===== src/rtl/hilo_ctrl_if.sv =====
// Signal bundle between the control unit / divider / multiplier side and hilo_ctrl.
// The slave modport is the hilo_ctrl view; master is the surrounding datapath view.
interface hilo_ctrl_if;
  logic        start_div;
  logic        start_mult;
  logic        div_stop;
  logic        div_zero;
  logic [31:0] div_hi;
  logic [31:0] div_lo;
  logic        mult_stop;
  logic [31:0] mult_hi;
  logic [31:0] mult_lo;
  logic        hi_write;
  logic        lo_write;
  logic [31:0] wdata;
  logic        div_control;
  logic        mult_control;
  logic        busy;
  logic        done;
  logic        exc_div_zero;
  logic        exc_timeout;
  logic [31:0] hi;
  logic [31:0] lo;
  logic [2:0]  dbg_state;

  modport slave (
    input  start_div, start_mult,
    input  div_stop, div_zero, div_hi, div_lo,
    input  mult_stop, mult_hi, mult_lo,
    input  hi_write, lo_write, wdata,
    output div_control, mult_control, busy, done,
    output exc_div_zero, exc_timeout, hi, lo, dbg_state
  );

  modport master (
    output start_div, start_mult,
    output div_stop, div_zero, div_hi, div_lo,
    output mult_stop, mult_hi, mult_lo,
    output hi_write, lo_write, wdata,
    input  div_control, mult_control, busy, done,
    input  exc_div_zero, exc_timeout, hi, lo, dbg_state
  );
endinterface


===== src/rtl/hilo_ctrl.sv =====
// HI/LO sequencer: launches the divider or multiplier, waits for completion with a
// timeout, commits the 64-bit result to HI/LO, and serves MTHI/MTLO writes when idle.
module hilo_ctrl #(
  parameter int TIMEOUT = 40,
  parameter int CNT_W   = 6
) (
  input logic       clk,
  input logic       reset,
  hilo_ctrl_if.slave bus
);

  localparam logic [2:0] S_IDLE       = 3'd0;
  localparam logic [2:0] S_DIV_START  = 3'd1;
  localparam logic [2:0] S_DIV_WAIT   = 3'd2;
  localparam logic [2:0] S_MULT_START = 3'd3;
  localparam logic [2:0] S_MULT_WAIT  = 3'd4;
  localparam logic [2:0] S_COMMIT     = 3'd5;
  localparam logic [2:0] S_EXC        = 3'd6;

  localparam logic [CNT_W-1:0] LP_CNT_LAST = CNT_W'(TIMEOUT - 1);
  localparam logic [CNT_W-1:0] LP_CNT_ONE  = CNT_W'(1);

  logic [2:0]       r_state;
  logic [CNT_W-1:0] r_cnt;
  logic [31:0]      r_res_hi;
  logic [31:0]      r_res_lo;
  logic [31:0]      r_hi;
  logic [31:0]      r_lo;
  logic             r_div_control;
  logic             r_mult_control;
  logic             r_busy;
  logic             r_done;
  logic             r_exc_div_zero;
  logic             r_exc_timeout;

  logic [2:0]       w_state_nxt;
  logic [CNT_W-1:0] w_cnt_nxt;
  logic             w_zero_hit;
  logic             w_cap_div;
  logic             w_cap_mult;
  logic             w_busy_nxt;

  // Next-state logic. Within a WAIT state the priority is zero, then stop, then timeout.
  always_comb begin
    w_state_nxt = r_state;
    w_cnt_nxt   = r_cnt;
    w_zero_hit  = 1'b0;
    w_cap_div   = 1'b0;
    w_cap_mult  = 1'b0;
    case (r_state)
      S_IDLE: begin
        if (bus.start_div) begin
          w_state_nxt = S_DIV_START;
        end else if (bus.start_mult) begin
          w_state_nxt = S_MULT_START;
        end
      end
      S_DIV_START: begin
        w_cnt_nxt   = '0;
        w_state_nxt = S_DIV_WAIT;
      end
      S_DIV_WAIT: begin
        if (bus.div_zero) begin
          w_zero_hit  = 1'b1;
          w_state_nxt = S_EXC;
        end else if (bus.div_stop) begin
          w_cap_div   = 1'b1;
          w_state_nxt = S_COMMIT;
        end else if (r_cnt == LP_CNT_LAST) begin
          w_state_nxt = S_EXC;
        end else begin
          w_cnt_nxt = r_cnt + LP_CNT_ONE;
        end
      end
      S_MULT_START: begin
        w_cnt_nxt   = '0;
        w_state_nxt = S_MULT_WAIT;
      end
      S_MULT_WAIT: begin
        if (bus.mult_stop) begin
          w_cap_mult  = 1'b1;
          w_state_nxt = S_COMMIT;
        end else if (r_cnt == LP_CNT_LAST) begin
          w_state_nxt = S_EXC;
        end else begin
          w_cnt_nxt = r_cnt + LP_CNT_ONE;
        end
      end
      S_COMMIT: w_state_nxt = S_IDLE;
      S_EXC:    w_state_nxt = S_IDLE;
      default:  w_state_nxt = S_IDLE;
    endcase
  end

  assign w_busy_nxt = (w_state_nxt == S_DIV_START)  || (w_state_nxt == S_DIV_WAIT) ||
                      (w_state_nxt == S_MULT_START) || (w_state_nxt == S_MULT_WAIT);

  always_ff @(posedge clk or posedge reset) begin
    if (reset) begin
      r_state        <= S_IDLE;
      r_cnt          <= '0;
      r_div_control  <= 1'b0;
      r_mult_control <= 1'b0;
      r_busy         <= 1'b0;
      r_done         <= 1'b0;
      r_exc_div_zero <= 1'b0;
      r_exc_timeout  <= 1'b0;
    end else begin
      r_state        <= w_state_nxt;
      r_cnt          <= w_cnt_nxt;
      r_div_control  <= (w_state_nxt == S_DIV_START);
      r_mult_control <= (w_state_nxt == S_MULT_START);
      r_busy         <= w_busy_nxt;
      r_done         <= (w_state_nxt == S_COMMIT);
      r_exc_div_zero <= (w_state_nxt == S_EXC) && w_zero_hit;
      r_exc_timeout  <= (w_state_nxt == S_EXC) && !w_zero_hit;
    end
  end

  // The completing unit's result is held here until COMMIT writes it to HI/LO.
  always_ff @(posedge clk or posedge reset) begin
    if (reset) begin
      r_res_hi <= '0;
      r_res_lo <= '0;
    end else if (w_cap_div) begin
      r_res_hi <= bus.div_hi;
      r_res_lo <= bus.div_lo;
    end else if (w_cap_mult) begin
      r_res_hi <= bus.mult_hi;
      r_res_lo <= bus.mult_lo;
    end
  end

  // Architectural HI/LO: MTHI/MTLO only while idle, otherwise only the COMMIT update.
  always_ff @(posedge clk or posedge reset) begin
    if (reset) begin
      r_hi <= '0;
      r_lo <= '0;
    end else if (r_state == S_IDLE) begin
      if (bus.hi_write) r_hi <= bus.wdata;
      if (bus.lo_write) r_lo <= bus.wdata;
    end else if (r_state == S_COMMIT) begin
      r_hi <= r_res_hi;
      r_lo <= r_res_lo;
    end
  end

  assign bus.div_control  = r_div_control;
  assign bus.mult_control = r_mult_control;
  assign bus.busy         = r_busy;
  assign bus.done         = r_done;
  assign bus.exc_div_zero = r_exc_div_zero;
  assign bus.exc_timeout  = r_exc_timeout;
  assign bus.hi           = r_hi;
  assign bus.lo           = r_lo;
  assign bus.dbg_state    = r_state;

endmodule


===== src/flat_wrapper.sv =====
// flat-port wrapper written by rule: the top's interface ports become plain ports
module hilo_ctrl_flat 
#(
  parameter int TIMEOUT = 40,
  parameter int CNT_W   = 6
)
  (clk, reset, bus_start_div, bus_start_mult, bus_div_stop, bus_div_zero, bus_div_hi, bus_div_lo, bus_mult_stop, bus_mult_hi, bus_mult_lo, bus_hi_write, bus_lo_write, bus_wdata, bus_div_control, bus_mult_control, bus_busy, bus_done, bus_exc_div_zero, bus_exc_timeout, bus_hi, bus_lo, bus_dbg_state);
  hilo_ctrl_if bus_i ();
  input logic clk;
  input logic reset;
  input wire logic [$bits(bus_i.start_div)-1:0] bus_start_div;
  input wire logic [$bits(bus_i.start_mult)-1:0] bus_start_mult;
  input wire logic [$bits(bus_i.div_stop)-1:0] bus_div_stop;
  input wire logic [$bits(bus_i.div_zero)-1:0] bus_div_zero;
  input wire logic [$bits(bus_i.div_hi)-1:0] bus_div_hi;
  input wire logic [$bits(bus_i.div_lo)-1:0] bus_div_lo;
  input wire logic [$bits(bus_i.mult_stop)-1:0] bus_mult_stop;
  input wire logic [$bits(bus_i.mult_hi)-1:0] bus_mult_hi;
  input wire logic [$bits(bus_i.mult_lo)-1:0] bus_mult_lo;
  input wire logic [$bits(bus_i.hi_write)-1:0] bus_hi_write;
  input wire logic [$bits(bus_i.lo_write)-1:0] bus_lo_write;
  input wire logic [$bits(bus_i.wdata)-1:0] bus_wdata;
  output wire logic [$bits(bus_i.div_control)-1:0] bus_div_control;
  output wire logic [$bits(bus_i.mult_control)-1:0] bus_mult_control;
  output wire logic [$bits(bus_i.busy)-1:0] bus_busy;
  output wire logic [$bits(bus_i.done)-1:0] bus_done;
  output wire logic [$bits(bus_i.exc_div_zero)-1:0] bus_exc_div_zero;
  output wire logic [$bits(bus_i.exc_timeout)-1:0] bus_exc_timeout;
  output wire logic [$bits(bus_i.hi)-1:0] bus_hi;
  output wire logic [$bits(bus_i.lo)-1:0] bus_lo;
  output wire logic [$bits(bus_i.dbg_state)-1:0] bus_dbg_state;
  assign bus_i.start_div = bus_start_div;
  assign bus_i.start_mult = bus_start_mult;
  assign bus_i.div_stop = bus_div_stop;
  assign bus_i.div_zero = bus_div_zero;
  assign bus_i.div_hi = bus_div_hi;
  assign bus_i.div_lo = bus_div_lo;
  assign bus_i.mult_stop = bus_mult_stop;
  assign bus_i.mult_hi = bus_mult_hi;
  assign bus_i.mult_lo = bus_mult_lo;
  assign bus_i.hi_write = bus_hi_write;
  assign bus_i.lo_write = bus_lo_write;
  assign bus_i.wdata = bus_wdata;
  assign bus_div_control = bus_i.div_control;
  assign bus_mult_control = bus_i.mult_control;
  assign bus_busy = bus_i.busy;
  assign bus_done = bus_i.done;
  assign bus_exc_div_zero = bus_i.exc_div_zero;
  assign bus_exc_timeout = bus_i.exc_timeout;
  assign bus_hi = bus_i.hi;
  assign bus_lo = bus_i.lo;
  assign bus_dbg_state = bus_i.dbg_state;
  hilo_ctrl #(.TIMEOUT(TIMEOUT), .CNT_W(CNT_W)) u_core (.clk(clk), .reset(reset), .bus(bus_i));
endmodule

===== config.mk =====
export PLATFORM = sky130hd
export DESIGN_NAME = hilo_ctrl_flat
export DESIGN_NICKNAME = d
export VERILOG_FILES = /design/src/rtl/hilo_ctrl_if.sv /design/src/rtl/hilo_ctrl.sv /design/src/flat_wrapper.sv
export SDC_FILE = /design/constraint.sdc
export NUM_CORES = 1
export LEC_CHECK = 0
export ABC_AREA = 1
export BUFFER_PORTS_ARGS = -buffer_cell sky130_fd_sc_hd__buf_2
export CAP_MARGIN = 20
export CORE_MARGIN = 10
export CORE_UTILIZATION = 50
export DETAILED_ROUTE_END_ITERATION = 16
export GPL_TIMING_DRIVEN = 0
export PLACE_DENSITY_LB_ADDON = 0.1
export RECOVER_POWER = 25
export REMOVE_ABC_BUFFERS = 1
export SYNTH_ARGS = -nofsm -noshare
export SYNTH_HDL_FRONTEND = slang
export SYNTH_SLANG_ARGS = --single-unit

===== constraint.sdc =====
create_clock -name clk -period 6.1 [get_ports clk]
set_input_delay 1.525 -clock clk [delete_from_list [all_inputs] [get_ports clk]]
set_output_delay 1.525 -clock clk [all_outputs]
set_load 0.01 [all_outputs]

# Word-level counts from Yosys, hierarchy flattened
# Cells that the tools add are included.
# op_classes
addsub	1
eq_ne	17
n_mux	29
n_reduce_logical	14
# ops
op	n
32-bit 2-to-1 mux	10
6-bit 2-to-1 mux	4
3-bit 2-to-1 mux	6
6-bit case mux with 3 select lines	1
3-bit equality test, second input constant	5
3-bit case mux with 5 select lines	1
3-bit by 2-bit equality test with 1-bit output, second input constant	4
2-bit inequality test, second input constant	5
1-bit 2-to-1 mux	7
6-bit by 1-bit adder with 6-bit output, second input constant	1
3-bit by 1-bit equality test with 1-bit output, second input constant	2
6-bit equality test, second input constant	1
2-bit AND reduction	2
4-bit AND reduction	1
2-bit nonzero test	2
3-bit logical NOT	1
1-bit logical OR	3
3-bit nonzero test	1
1-bit logical AND	2
2-bit OR reduction	1
1-bit logical NOT	1
# totals
regBits	143
input_bits	169
out_inout_bits	73
wordCells	73

# Depth between registers and ports, before layout
# Gate-level depths: netlist of run 1.
# depth
word_depth	9
depth_mapped	10

# Worst setup path before layout of run 1
# No wires, ideal clock.
# synth_timing
kind	input to register
start	input bus_div_zero
end	register u_core.r_res_hi[0]
setup_time_ns	0.117
t_arrival_ns	2.231
required_ns	5.983
setup_slack_ns	3.752
stages	8
cell_sequence	inv_1 > nand2_1 > nor2_4 > inv_2 > buf_6 > buf_6 > o21ai_1 > inv_1
# synth_between
elab_chain_cells	3
elab_cells_between_ends	4
# synth_rtl
element	line	text
from (decl)	flat_wrapper.sv:14	input wire logic [$bits(bus_i.div_zero)-1:0] bus_div_zero;
1-bit 2-to-1 mux *	hilo_ctrl.sv:63	if (bus.div_zero) begin
1-bit 2-to-1 mux *	hilo_ctrl.sv:50	case (r_state)
32-bit 2-to-1 mux or 2-bit nonzero test (tied branches)	--	
to (signal assigned)	hilo_ctrl.sv:126	r_res_hi <= bus.div_hi;
to (signal assigned)	hilo_ctrl.sv:129	r_res_hi <= bus.mult_hi;
to (decl)	hilo_ctrl.sv:25	logic [31:0] r_res_hi;
# Mark *: on every way between the ends. The rest lies on a longest branch, timed or not.
# A chain may end at the register's enable or synchronous reset.

# Final worst setup path of run 1
# layout_timing
start	register u_core.r_state[0], in the netlist u_core.bus.dbg_state[0]
end	register u_core.r_lo[31], in the netlist u_core.bus.lo[31]
# layout_between
elab_chain_cells	3
elab_cells_between_ends	6
# layout_rtl
element	line	text
from (decl)	hilo_ctrl.sv:23	logic [2:0] r_state;
from (signal assigned)	hilo_ctrl.sv:109	r_state <= w_state_nxt;
3-bit logical NOT or 3-bit equality test (tied branches)	hilo_ctrl.sv:139, hilo_ctrl.sv:142	
2-bit inequality test (no source line) or 2-bit nonzero test (tied branches)	--	
2-bit AND reduction (no source line)	--	
to (signal assigned)	hilo_ctrl.sv:141	if (bus.lo_write) r_lo <= bus.wdata;
to (signal assigned)	hilo_ctrl.sv:144	r_lo <= r_res_lo;
to (decl)	hilo_ctrl.sv:28	logic [31:0] r_lo;
# Parallel ways exist; a longest one is shown, timed or not.

==> run summary, run 1 <==
• run status: complete, but fails checks
• failing checks: capacitance limit, slew limit
• Skew-Pair Late Insertion Delay: 0.42 ns
• count of antenna-violating nets left after detailed routing: 0
• final hold slack: 0.540 ns
• top cell type's share of synthesized area: 52.7%
• fin. max-slew vios: 63
• Stages on worst setup path: 9
• residual overflow from global routing: 0
• combinational group share of total power: 43.8%
• wire length of the first global-routing pass: 30200 um
• cell area reported after detailed placement: 0.00801 sq mm
• Yosys warning total: 0
• crit path capture type: flop
• fraction of the cycle the final worst path needs: 62.6%
• switching part of the total: 40.1%
• number of placed I/O pins: 242
• FILL cells: 1274
• # Max-Cap Violations: 1
• top cells by area, synth: dfrtp_1 (53%), nand2_1 (14%), a31oi_1 (5.9%), nand3_1 (5.6%), o21ai_1 (4.7%)
• final layout net count: 1225
• Post-Syn Instances: 839
• sink count of the clock tree: 143
• number of register bits inferred by synthesis: 143
• internal power: 0.00284 W
• clock slew at reported path FFs: 0.06 ns
• shortest period the worst path allows: 3.82 ns
• slowest cell delay on critical path: 0.77 ns
• detailed-route wire length per cell: 15.5 um
• PostCTS Resize Cnt: 0
• Remaining DRCs: 0
• TritonCTS clock tree: done
• Critical-path top delay cell: nand2_1
• sum of routed wire length over all layers: 19300 um
• GRT Util Overall: 20.5%
• Initial Utilization: 51.2%
• slew at the pin with the worst max-slew slack: 2.81 ns
• type of the worst setup path: flop to flop
• via count of the first global-routing pass: 6018
• min-delay worst type: flop to flop
• sequential group share of total power: 35.6%
• antenna violations before repair: 3
• Clock Tree Root: clkbuf_16
• Finish-stage setup viols: 0
• unrepaired setup endpoints after global routing: no
• Worst Reg-to-Reg Cells: 9
• Post-CTS Setup Inserts: 0
• Placer Congestion: 0.814
• remaining max-slew budget at the tightest pin: -88.6%
• full die area: 0.0186 sq mm
• vertical extent of the die: 136 um
• hold violation total from the final report: 0
• H-tree depth reported by CTS: 4
• number of clock buffers inserted by TritonCTS: 17
• overall via count from detail_route: 6186
• top cell type by total area after synthesis: dfrtp_1
• worst-case clock buffer depth: 2
• IO Port Bufs: 241
• HPWL reported at the end of detailed placement: 13500 um
• placement row count: 42
• peak supply drop: 243 uV
• power density over the cells: 554 mW/mm^2
• layout cell share with drive strength beyond 1: 27.0%
• Hold Path Stages: 2
• drt first pass iters: 4
• layout-stage area growth over the synthesis result: 26.2%
• register area share after synthesis: 52.7%
• synthesized area: 0.00678 sq mm
• arrival time at the worst endpoint: 4.16 ns
• leakage power: 4.61 nW
• power spent charging and discharging nets: 0.00190 W
• worst clock skew on the final layout: 0.00547 ns
• number of hold buffers added after cts: 0
• highest net fanout along the worst path: 34
• pin count of the biggest net entering global routing: 82
• cell-by-cell trace of the critical path: nor2_4, nand2_1, buf_12, inv_2, nand2_1, nand2_2, buf_12, nor2_1, a31oi_1
• Buffers & Inverters on Critical Path: 3
• die outline width: 136 um
• critical path launch point type: flop
• first-iteration detailed-routing DRC count: 363
• Avg Vias per Cell: 4.97
• required time of the critical path: 6.44 ns
• category of cells accounting for the largest share of critical-path delay: simple AND/OR/NAND/NOR gates
• achievable frequency: 262 MHz
• number of distinct library cells after synthesis: 22
• clock network power share: 20.6%
• mean instance size in the synthesized netlist: 8.09 sq um
• final design area excluding fillers: 0.00856 sq mm
• placeable core region: 0.0132 sq mm
-- worst min-delay path, delay by kind of cell (launching register included) --
family / cells / cell delay, ns
compound gates: 1 / 0.07
flops: 1 / 0.37
simple gates: 1 / 0.06
-- power by group through the flow --
stage               Combinational (W)  Clock [W]  Sequential (W)
floorplan                     0.00126          0         0.00178
global placement              0.00204          0         0.00168
detailed placement            0.00211          0         0.00170
CTS                           0.00211   0.000989         0.00169
global route                  0.00237    0.00104         0.00175
finish                        0.00207   0.000977         0.00169
-- synth_stat cells --
| master | count |
|---|---|
| nor2_1 | 79 |
| nor2_2 | 1 |
| xor2_1 | 3 |
| nand3_1 | 76 |
| o211ai_1 | 1 |
| inv_1 | 82 |
| a31oi_1 | 64 |
| clkbuf_1 | 4 |
| nor3_1 | 2 |
| nand2_1 | 251 |
| inv_2 | 3 |
| nand2_2 | 5 |
| a21oi_1 | 1 |
| o21ai_1 | 64 |
| buf_2 | 23 |
| dfrtp_1 | 143 |
| buf_4 | 9 |
| nor2_4 | 4 |
| nor3b_1 | 1 |
| ha_1 | 1 |
| o21ai_0 | 8 |
| buf_6 | 14 |
-- cells in the final DEF, fill, tap and decap left out, drive strengths merged, types with 2 or more instances in the layout --
cell	n
nand2	256
diode	2
xor2	3
clkinv	6
nor2	84
dfrtp	143
inv	84
clkbuf	26
o21ai	72
a31oi	64
nand3	76
buf	245
nor3	2
-- per-stage QoR --
| step | setup TNS, ns | std cells | utilization (%) | worst slack, ns | power, W |
|---|---|---|---|---|---|
| finish | 0 | 1245 | 64.6 | 2.28 | 0.00474 |
| global route | 0 | 1245 | 64.6 | 1.99 | 0.00516 |
| CTS | 0 | 1243 | 64.7 | 2.65 | 0.00479 |
| detailed placement | 0 | 1212 | 60.5 | 2.32 | 0.00381 |
| global placement | -211.18 | 1206 | 59.3 | -1.06 | 0.00373 |
| floorplan | 0 | 789 | - | 0.737 | 0.00304 |
-- logic make-up (layout without fill, tap and decap cells) --
logic type               Yosys count  after routing  synth area share (%)
AO/OA/AOI/OAI                    138            138                  11.4
flip-flops                       143            143                  52.7
XOR/XNOR                           3              3                 0.387
buffers and inverters            135            363                  9.94
adder cells (fa/ha/maj)            1              1                 0.184
other                              0              2                     0
AND/OR/NAND/NOR                  419            419                  25.3
-- layout make-up --
class | count | area [sq um] | share of cell area [%]
Clock inverter | 7 | 60.1 | 0.702
Timing Repair Buffer | 247 | 1340 | 15.6
Sequential cell | 143 | 3580 | 41.8
Antenna cell | 2 | 5.00 | 0.0585
Inverter | 85 | 323 | 3.77
Multi-Input combinational cell | 561 | 2540 | 29.7
Tap cell | 176 | 220 | 2.57
Clock buffer | 24 | 492 | 5.75
-- metal layers --
metal	wire length [um]	vias to the layer above	global-route usage, %
li1	-	3144	-
met5	0	-	0
met1	7900	2815	23.8
met4	502	0	9.47
met3	1650	36	7.82
met2	9250	191	32.9
-- registers in the layout (all words and copies together), names as in the netlist --
register	count
u_core.bus.hi	32
u_core.bus.lo	32
u_core.r_res_hi	32
u_core.r_res_lo	32
u_core.r_cnt	6
u_core.bus.dbg_state	3
u_core.bus.busy	1
u_core.bus.div_control	1
u_core.bus.done	1
u_core.bus.exc_div_zero	1
u_core.bus.exc_timeout	1
u_core.bus.mult_control	1
-- final timing paths --
| check | startpoint | end | slack [ns] |
|---|---|---|---|
| setup / recovery | u_core.bus.dbg_state[0] | u_core.bus.lo[31] | 2.28 |
| hold / removal | u_core.r_res_lo[18] | u_core.bus.lo[18] | 0.54 |
| setup reg to reg | u_core.bus.dbg_state[0] | u_core.bus.lo[31] | 2.28 |
| hold reg to reg | u_core.r_res_lo[18] | u_core.bus.lo[18] | 0.54 |
| max in group asynchronous | reset | u_core.bus.exc_div_zero | 2.93 |
| min in group asynchronous | reset | u_core.r_res_hi[2] | 1.89 |
Power figures use the tool's default switching activity.
==> run 2, diff against run 1 <==
- ABC_AREA: 1 -> 0
- clock period: 6.1 -> 3.9 ns (I/O delays scaled with it)
==> run 2 against run 1 <==
  * The flow now finishes without violations
  * Core utilization grew 3.3 points
  * Clock power is 62% higher
  * Synthesized cell count down 20%
  * Clock skew barely moved
  * Fmax is 62% higher
  * Clock-buffer cell count is 3 higher
  * Sequential power increased by 58%
  * Critical endpoint is now u_core.r_res_lo[17]
  * Critical path depth shrank 2
  * Final cell count decreased by 13%
  * Total power grew 53%
  * Synthesized area shrank 4.3%
==> run summary, run 2 <==
• peak supply drop: 548 uV, +130%
• top library cells by usage in the layout, fill and taps aside: buf_2 (240), dfrtp_1 (143), a21oi_1 (131)
• shortest period the worst path allows: 2.36 ns, -1.46 ns
• Hold Path Stages: 2, unchanged
• number of distinct library cells after synthesis: 36, +64%
• PostCTS Resize Cnt: 0, unchanged
• Skew-Pair Late Insertion Delay: 0.42 ns, about the same
• switching part of the total: 38.0%, -2.1 points
• antenna violations before repair: 1, -2
• type of the worst setup path: flop to flop
• main flop type after synthesis: dfrtp_1
• min-delay worst type: flop to flop
• aggregate negative setup slack: 0 ns, unchanged
• Finish-stage setup viols: 0, unchanged
• WL met3: 1690 um, +2.4%
• synthesized-area fraction occupied by and/or/nand/nor cells: 14.1%, -11 points
• Synth Area in Compound Gates: 16.7%, +5.3 points
• highest routed metal layer: met5
• crit path capture type: flop
• most common library cell in the layout ignoring fill and taps: buf_2
• Post-Syn Instances: 671, -20%
• largest family of logic cells by synthesized area: compound AO/OA/AOI/OAI gates
• final layout net count: 1068, -13%
• first-iteration detailed-routing DRC count: 361, -0.55%
• achievable frequency: 423 MHz, +62%
• Avg Vias per Cell: 5.27, +6.1%
• clock slew at reported path FFs: 0.05 ns, about the same
• number of register bits inferred by synthesis: 143, unchanged
• layout cell share with drive strength beyond 1: 31.9%, +5.0 points
• top cells by area, synth: dfrtp_1 (55%), a21oi_1 (10%), mux2i_1 (10%), nand2_1 (4.2%), nor2_1 (4.0%)
• proportion of register bits with asynchronous set or reset after synthesis: 100%, unchanged
• run status: complete, no violations
• die outline width: 134 um, -1.9%
• Placer Congestion: 0.787, -3.3%
• HPWL reported at the end of detailed placement: 14300 um, +6.4%
• remaining max-slew budget at the tightest pin: 44.6%, +130 points
• # Max-Cap Violations: 0, -1
• top cell type's share of synthesized area: 55.1%, +2.4 points
• required time of the critical path: 4.18 ns, -2.26 ns
• hold violation total from the final report: 0, unchanged
• critical path launch point type: flop
• length of routed wiring on met1: 7740 um, -2.1%
• IO Port Bufs: 241, unchanged
• overall via count from detail_route: 5711, -7.7%
• H-tree depth reported by CTS: 4, unchanged
• fin. max-slew vios: 0, -100%
• worst clock skew on the final layout: 0.00526 ns, -0.000213 ns
• diode count: 0, -2
• Yosys warning total: 0, unchanged
• number of enable-type register cells in the synthesized netlist: 0, unchanged
• share of the synthesized netlist area taken by xor and xnor gates: 0.405%, +0.017 points
• met2 layer wire length in the routed design: 9840 um, +6.3%
• leakage power: 3.87 nW, -16%
• sum of routed wire length over all layers: 19500 um, +1.2%
• clock network power share: 21.8%, +1.2 points
• TritonCTS clock tree: done
• detailed-route wire length per cell: 18.0 um, +16%
• drt first pass iters: 5, +1
• count of antenna-violating nets left after detailed routing: 0, unchanged
• number of hold buffers added after cts: 0, unchanged
• Layout Cells excl Fill: 1083, -13%
• Adder-Cell Fraction of Synth Area: 0.193%, +0.0083 points
• worst-case clock buffer depth: 2, unchanged
• arrival time at the worst endpoint: 2.64 ns, -1.52 ns
• highest net fanout along the worst path: 14, -59%
• top cell type by total area after synthesis: dfrtp_1
• internal power: 0.00450 W, +58%
• combinational group share of total power: 41.5%, -2.3 points
• slew at the pin with the worst max-slew slack: 0.830 ns, -1.98 ns
• Worst Reg-to-Reg Cells: 7, -2
• power spent charging and discharging nets: 0.00276 W, +45%
• via count of the first global-routing pass: 6212, +3.2%
• placeable core region: 0.0127 sq mm, -4.3%
• pin count of the biggest net entering global routing: 82, unchanged
• power density over the cells: 844 mW/mm^2, +52%
• unrepaired setup endpoints after global routing: no
• full die area: 0.0179 sq mm, -3.7%
• residual overflow from global routing: 0, unchanged
• vertical extent of the die: 134 um, -1.9%
• mean instance size in the synthesized netlist: 9.67 sq um, +20%
• Post-CTS Setup Inserts: 0, unchanged
• final hold slack: 0.493 ns, -0.0473 ns
• synthesized area: 0.00649 sq mm, -4.3%
• Clock Tree Root: clkbuf_16
• placement row count: 41, -2.4%
• sink count of the clock tree: 143, unchanged
• number of placed I/O pins: 242, unchanged
• cell count after placement: 1051, -13%
• Initial Utilization: 51.2%, about the same
• most repeated cell in the gate-level netlist after synthesis: dfrtp_1
• GRT Util Overall: 21.8%, +1.3 points
• register area share after synthesis: 55.1%, +2.4 points
• layout-stage area growth over the synthesis result: 32.6%
• leading post-synthesis cells by instance count: dfrtp_1 (143), a21oi_1 (131), nand2_1 (73)
• fraction of the cycle the final worst path needs: 60.6%, -2.0 points
• Remaining DRCs: 0, unchanged
• number of clock buffers inserted by TritonCTS: 17, unchanged
• share of cell area taken by muxes after synthesis: 10.0%, +10 points
• sequential group share of total power: 36.7%, +1.1 points
• wire length of the first global-routing pass: 31400 um, +4.0%
==> run 2: path summary, 6_finish.rpt <==
check	from	to	slack (ns)
min reg2reg	u_core.r_cnt[1]	u_core.r_cnt[1]	0.49
min	u_core.r_cnt[1]	u_core.r_cnt[1]	0.49
max reg2reg	u_core.bus.dbg_state[1]	u_core.r_res_lo[17]	1.54
max in group asynchronous	reset	u_core.r_res_lo[26]	2.49
max	u_core.bus.dbg_state[1]	u_core.r_res_lo[17]	1.54
min in group asynchronous	reset	u_core.r_res_hi[22]	0.64
==> run 2: power by group through the flow <==
stage | clock network, W | registers, W | logic (W)
after floorplan | 0 | 0.00277 | 0.00167
after CTS | 0.00161 | 0.00266 | 0.00306
after detailed placement | 0 | 0.00268 | 0.00303
after global placement | 0 | 0.00264 | 0.00281
after global routing | 0.00168 | 0.00275 | 0.00339
final | 0.00158 | 0.00267 | 0.00301
==> run 2: per-stage QoR <==
| stage | total power (W) | area [sq um] | setup WS [ns] | utilization [%] |
|---|---|---|---|---|
| after floorplan | 0.00444 | 6280 | -1.35 | - |
| after global placement | 0.00545 | 7700 | -3.25 | 60.8 |
| after detailed placement | 0.00571 | 8030 | 1.25 | 63.3 |
| after CTS | 0.00732 | 8610 | 1.54 | 67.9 |
| after global routing | 0.00782 | 8600 | 1.40 | 67.9 |
| final | 0.00726 | 8600 | 1.54 | 67.9 |
==> run 2: kinds of logic (layout without fill, tap and decap cells) <==
group           count (synthesis)  count (layout)
compound gates                210             210
xor+xnor                        3               3
fa+ha+maj                       1               1
buf+inv                        49             289
flops                         143             143
mux                            65              65
simple gates                  200             200
==> run 2: layout make-up <==
type,instances,area (sq um)
clock inverter,5,77.6
clock buffer,27,503
fill,1038,4070
inverter,3,16.3
multi-input combinational,479,2720
sequential,143,3580
timing repair buffer,254,1490
tap,172,215
==> run 2: worst max-delay path: stages, from the launching register on <==
cell and delay (ns):
dfrtp_1 0.55, nand2b_1 0.30, nor3b_4 0.49, buf_16 0.22
buf_8 0.20, buf_16 0.18, mux2i_1 0.19, o21ai_0 0.09
==> run 2: routing by layer <==
layer,vias up,GRT usage [%]
li1,2763,-
met1,2715,24.2
met2,210,37.6
met3,21,8.18
met4,2,7.13
met5,-,0
==> run 3, diff against run 2 <==
- ABC_AREA: 0 -> 1
- clock period: 3.9 -> 2.3 ns (I/O delays scaled with it)
==> run 3 against run 2 <==
  * Setup slack got worse by 1.4 ns
  * Core utilization decreased by 1.4 points
  * Non-clock buffer count increased by 4
  * Clock skew decreased by 0.00068 ns
  * Clock power is 65% higher
  * Clock-buffer cell count down 3
  * Fmax increased by 8.1%
  * Register-to-register slack got worse by 1.4 ns
  * Final cell count rose by 16%
  * Sequential power grew 68%
  * Critical path type unchanged
  * Sequential share of layout area fell by 0.96 points
==> run summary, run 3 (same netlist as run 1, synthesis figures left out) <==
• critical path launch point type: flop
• Layout Cells excl Fill: 1260, +16%
• type of the worst setup path: flop to flop
• sum of routed wire length over all layers: 21700 um, +11%
• full die area: 0.0186 sq mm, +3.8%
• Critical-path top delay cell: dfrtp_1
• HPWL reported at the end of detailed placement: 13500 um, -6.0%
• category of cells accounting for the largest share of critical-path delay: simple AND/OR/NAND/NOR gates
• worst-case clock buffer depth: 2, unchanged
• crit path capture type: flop
• count of antenna-violating nets left after detailed routing: 0, unchanged
• number of hold buffers added after cts: 0, unchanged
• run status: complete, no violations
• drt first pass iters: 5, unchanged
• required time of the critical path: 2.64 ns, -1.54 ns
• number of clock buffers inserted by TritonCTS: 17, unchanged
• slowest cell delay on critical path: 0.46 ns, -0.09 ns
• hold violation total from the final report: 0, unchanged
• pin count of the biggest net entering global routing: 82, unchanged
• remaining max-slew budget at the tightest pin: 6.57%, -38 points
• final layout net count: 1241, +16%
• Clock Tree Root: clkbuf_16
• detailed-route wire length per cell: 17.2 um, -4.8%
• post-layout util: 66.5%, -1.4 points
• most common library cell in the layout ignoring fill and taps: nand2_1
• clock network power share: 19.7%, -2.1 points
• shortest period the worst path allows: 2.19 ns, -0.178 ns
• antenna violations before repair: 2, +1
• H-tree depth reported by CTS: 4, unchanged
• residual overflow from global routing: 0, unchanged
• worst clock skew on the final layout: 0.00458 ns, -0.000680 ns
• cell mode on critical path: nand2_8
• clock slew at reported path FFs: 0.06 ns, about the same
• Finish-stage setup viols: 0, unchanged
• internal power: 0.00777 W, +73%
• sink count of the clock tree: 143, unchanged
• layout-stage area growth over the synthesis result: 29.9%
• fin. max-slew vios: 0, unchanged
• placeable core region: 0.0132 sq mm, +4.5%
• number of placed I/O pins: 242, unchanged
• combinational group share of total power: 46.4%, +4.9 points
• wire length of the first global-routing pass: 31300 um, -0.26%
• Skew-Pair Late Insertion Delay: 0.42 ns, about the same
• via count of the first global-routing pass: 6083, -2.1%
• cell-by-cell trace of the critical path: nor2_4, nand2_8, buf_12, inv_12, nand2_2, nand2_8, buf_16, nor2_1, a31oi_1
• Initial Utilization: 51.2%, about the same
• IO Port Bufs: 241, unchanged
• leakage power: 4.71 nW, +22%
• GRT Util Overall: 21.5%, -0.30 points
• Placer Congestion: 0.814, +3.4%
• sequential group share of total power: 33.9%, -2.8 points
• power spent charging and discharging nets: 0.00544 W, +97%
• final hold slack: 0.356 ns, -0.136 ns
• achievable frequency: 457 MHz, +8.1%
• switching part of the total: 41.2%, +3.2 points
• min-delay worst type: input pin to flop
• slew at the pin with the worst max-slew slack: 1.40 ns, +0.569 ns
• top library cells by usage in the layout, fill and taps aside: nand2_1 (249), buf_2 (240), dfrtp_1 (142)
• fraction of the cycle the final worst path needs: 95.0%, +34 points
• cell count after placement: 1212, +15%
• Power, Total: 0.0132 W, +82%
• peak supply drop: 641 uV, +17%
• first-iteration detailed-routing DRC count: 471, +30%
• highest net fanout along the worst path: 34, +20
• layout cell share with drive strength beyond 1: 28.5%, -3.4 points
• die outline width: 136 um, +1.9%
• arrival time at the worst endpoint: 2.53 ns, -0.11 ns
• vertical extent of the die: 136 um, +1.9%
• placement row count: 42, +2.4%
• # Max-Cap Violations: 0, unchanged
• Avg Vias per Cell: 5.11, -3.2%
• FILL cells: 1237, +19%
• power density over the cells: 1500 mW/mm^2, +78%
• TritonCTS clock tree: done
• overall via count from detail_route: 6435, +13%
• Remaining DRCs: 0, unchanged
• Buffers & Inverters on Critical Path: 3, unchanged
## run 3: final cells by class
| class | instances | area (sq um) | share of cell area (%) |
|---|---|---|---|
| timing repair buffer | 258 | 1470 | 16.7 |
| antenna | 1 | 2.50 | 0.0284 |
| clock inverter | 7 | 60.1 | 0.682 |
| multi-input combinational | 566 | 2640 | 30.0 |
| sequential | 143 | 3580 | 40.6 |
| clock buffer | 24 | 492 | 5.58 |
| tap | 176 | 220 | 2.50 |
| inverter | 85 | 345 | 3.92 |
## run 3: metal layers
metal	vias to the layer above	wire length, um	GRT usage (%)
met1	2965	8850	25.3
met4	0	431	9.17
met3	34	1970	7.82
met2	249	10400	34.6
met5	-	0	0
li1	3187	-	-
## run 3: path summary, 6_finish.rpt
check / from / endpoint / slack [ns] / cells past startpoint
hold / removal: bus_div_lo[1] / u_core.r_res_lo[1] / 0.36 / 3
setup / recovery: u_core.bus.dbg_state[0] / u_core.bus.lo[31] / 0.11 / 9
max in group asynchronous: reset / u_core.bus.lo[27] / 0.81 / 3
min in group asynchronous: reset / u_core.r_res_hi[2] / 0.50 / 2
hold reg to reg: u_core.r_res_hi[24] / u_core.bus.hi[24] / 0.54 / 2
setup reg to reg: u_core.bus.dbg_state[0] / u_core.bus.lo[31] / 0.11 / 9
## run 3: through the flow
stage	area, sq um	setup WS [ns]	setup TNS (ns)
after floorplan	6430	-2.11	-414.14
after global placement	7860	-3.91	-922.08
after detailed placement	8010	-1.14	-89.94
after CTS	8650	0.0108	0
after global routing	8810	-0.0193	-0.0447
final	8810	0.114	0
## run 3: repair_timing
action | in CTS | in global routing
pin swaps | 2 | 2
buffers inserted | 1 | 9
cloned | 2 | 4
resized for setup | 14 | 6
endpoints found under the setup margin | 129 | 77
## run 3: tightest hold or removal path, cell delays in order
cell     delay (ns)
buf_2          0.07
o21ai_1        0.05
inv_1          0.04
## run 3: power groups by stage
stage / registers, W / clock network, W / logic [W]
after floorplan: 0.00473 / 0 / 0.00335
after global placement: 0.00446 / 0 / 0.00542
after detailed placement: 0.00451 / 0 / 0.00559
after CTS: 0.00450 / 0.00262 / 0.00576
after global routing: 0.00462 / 0.00275 / 0.00688
final: 0.00448 / 0.00260 / 0.00613
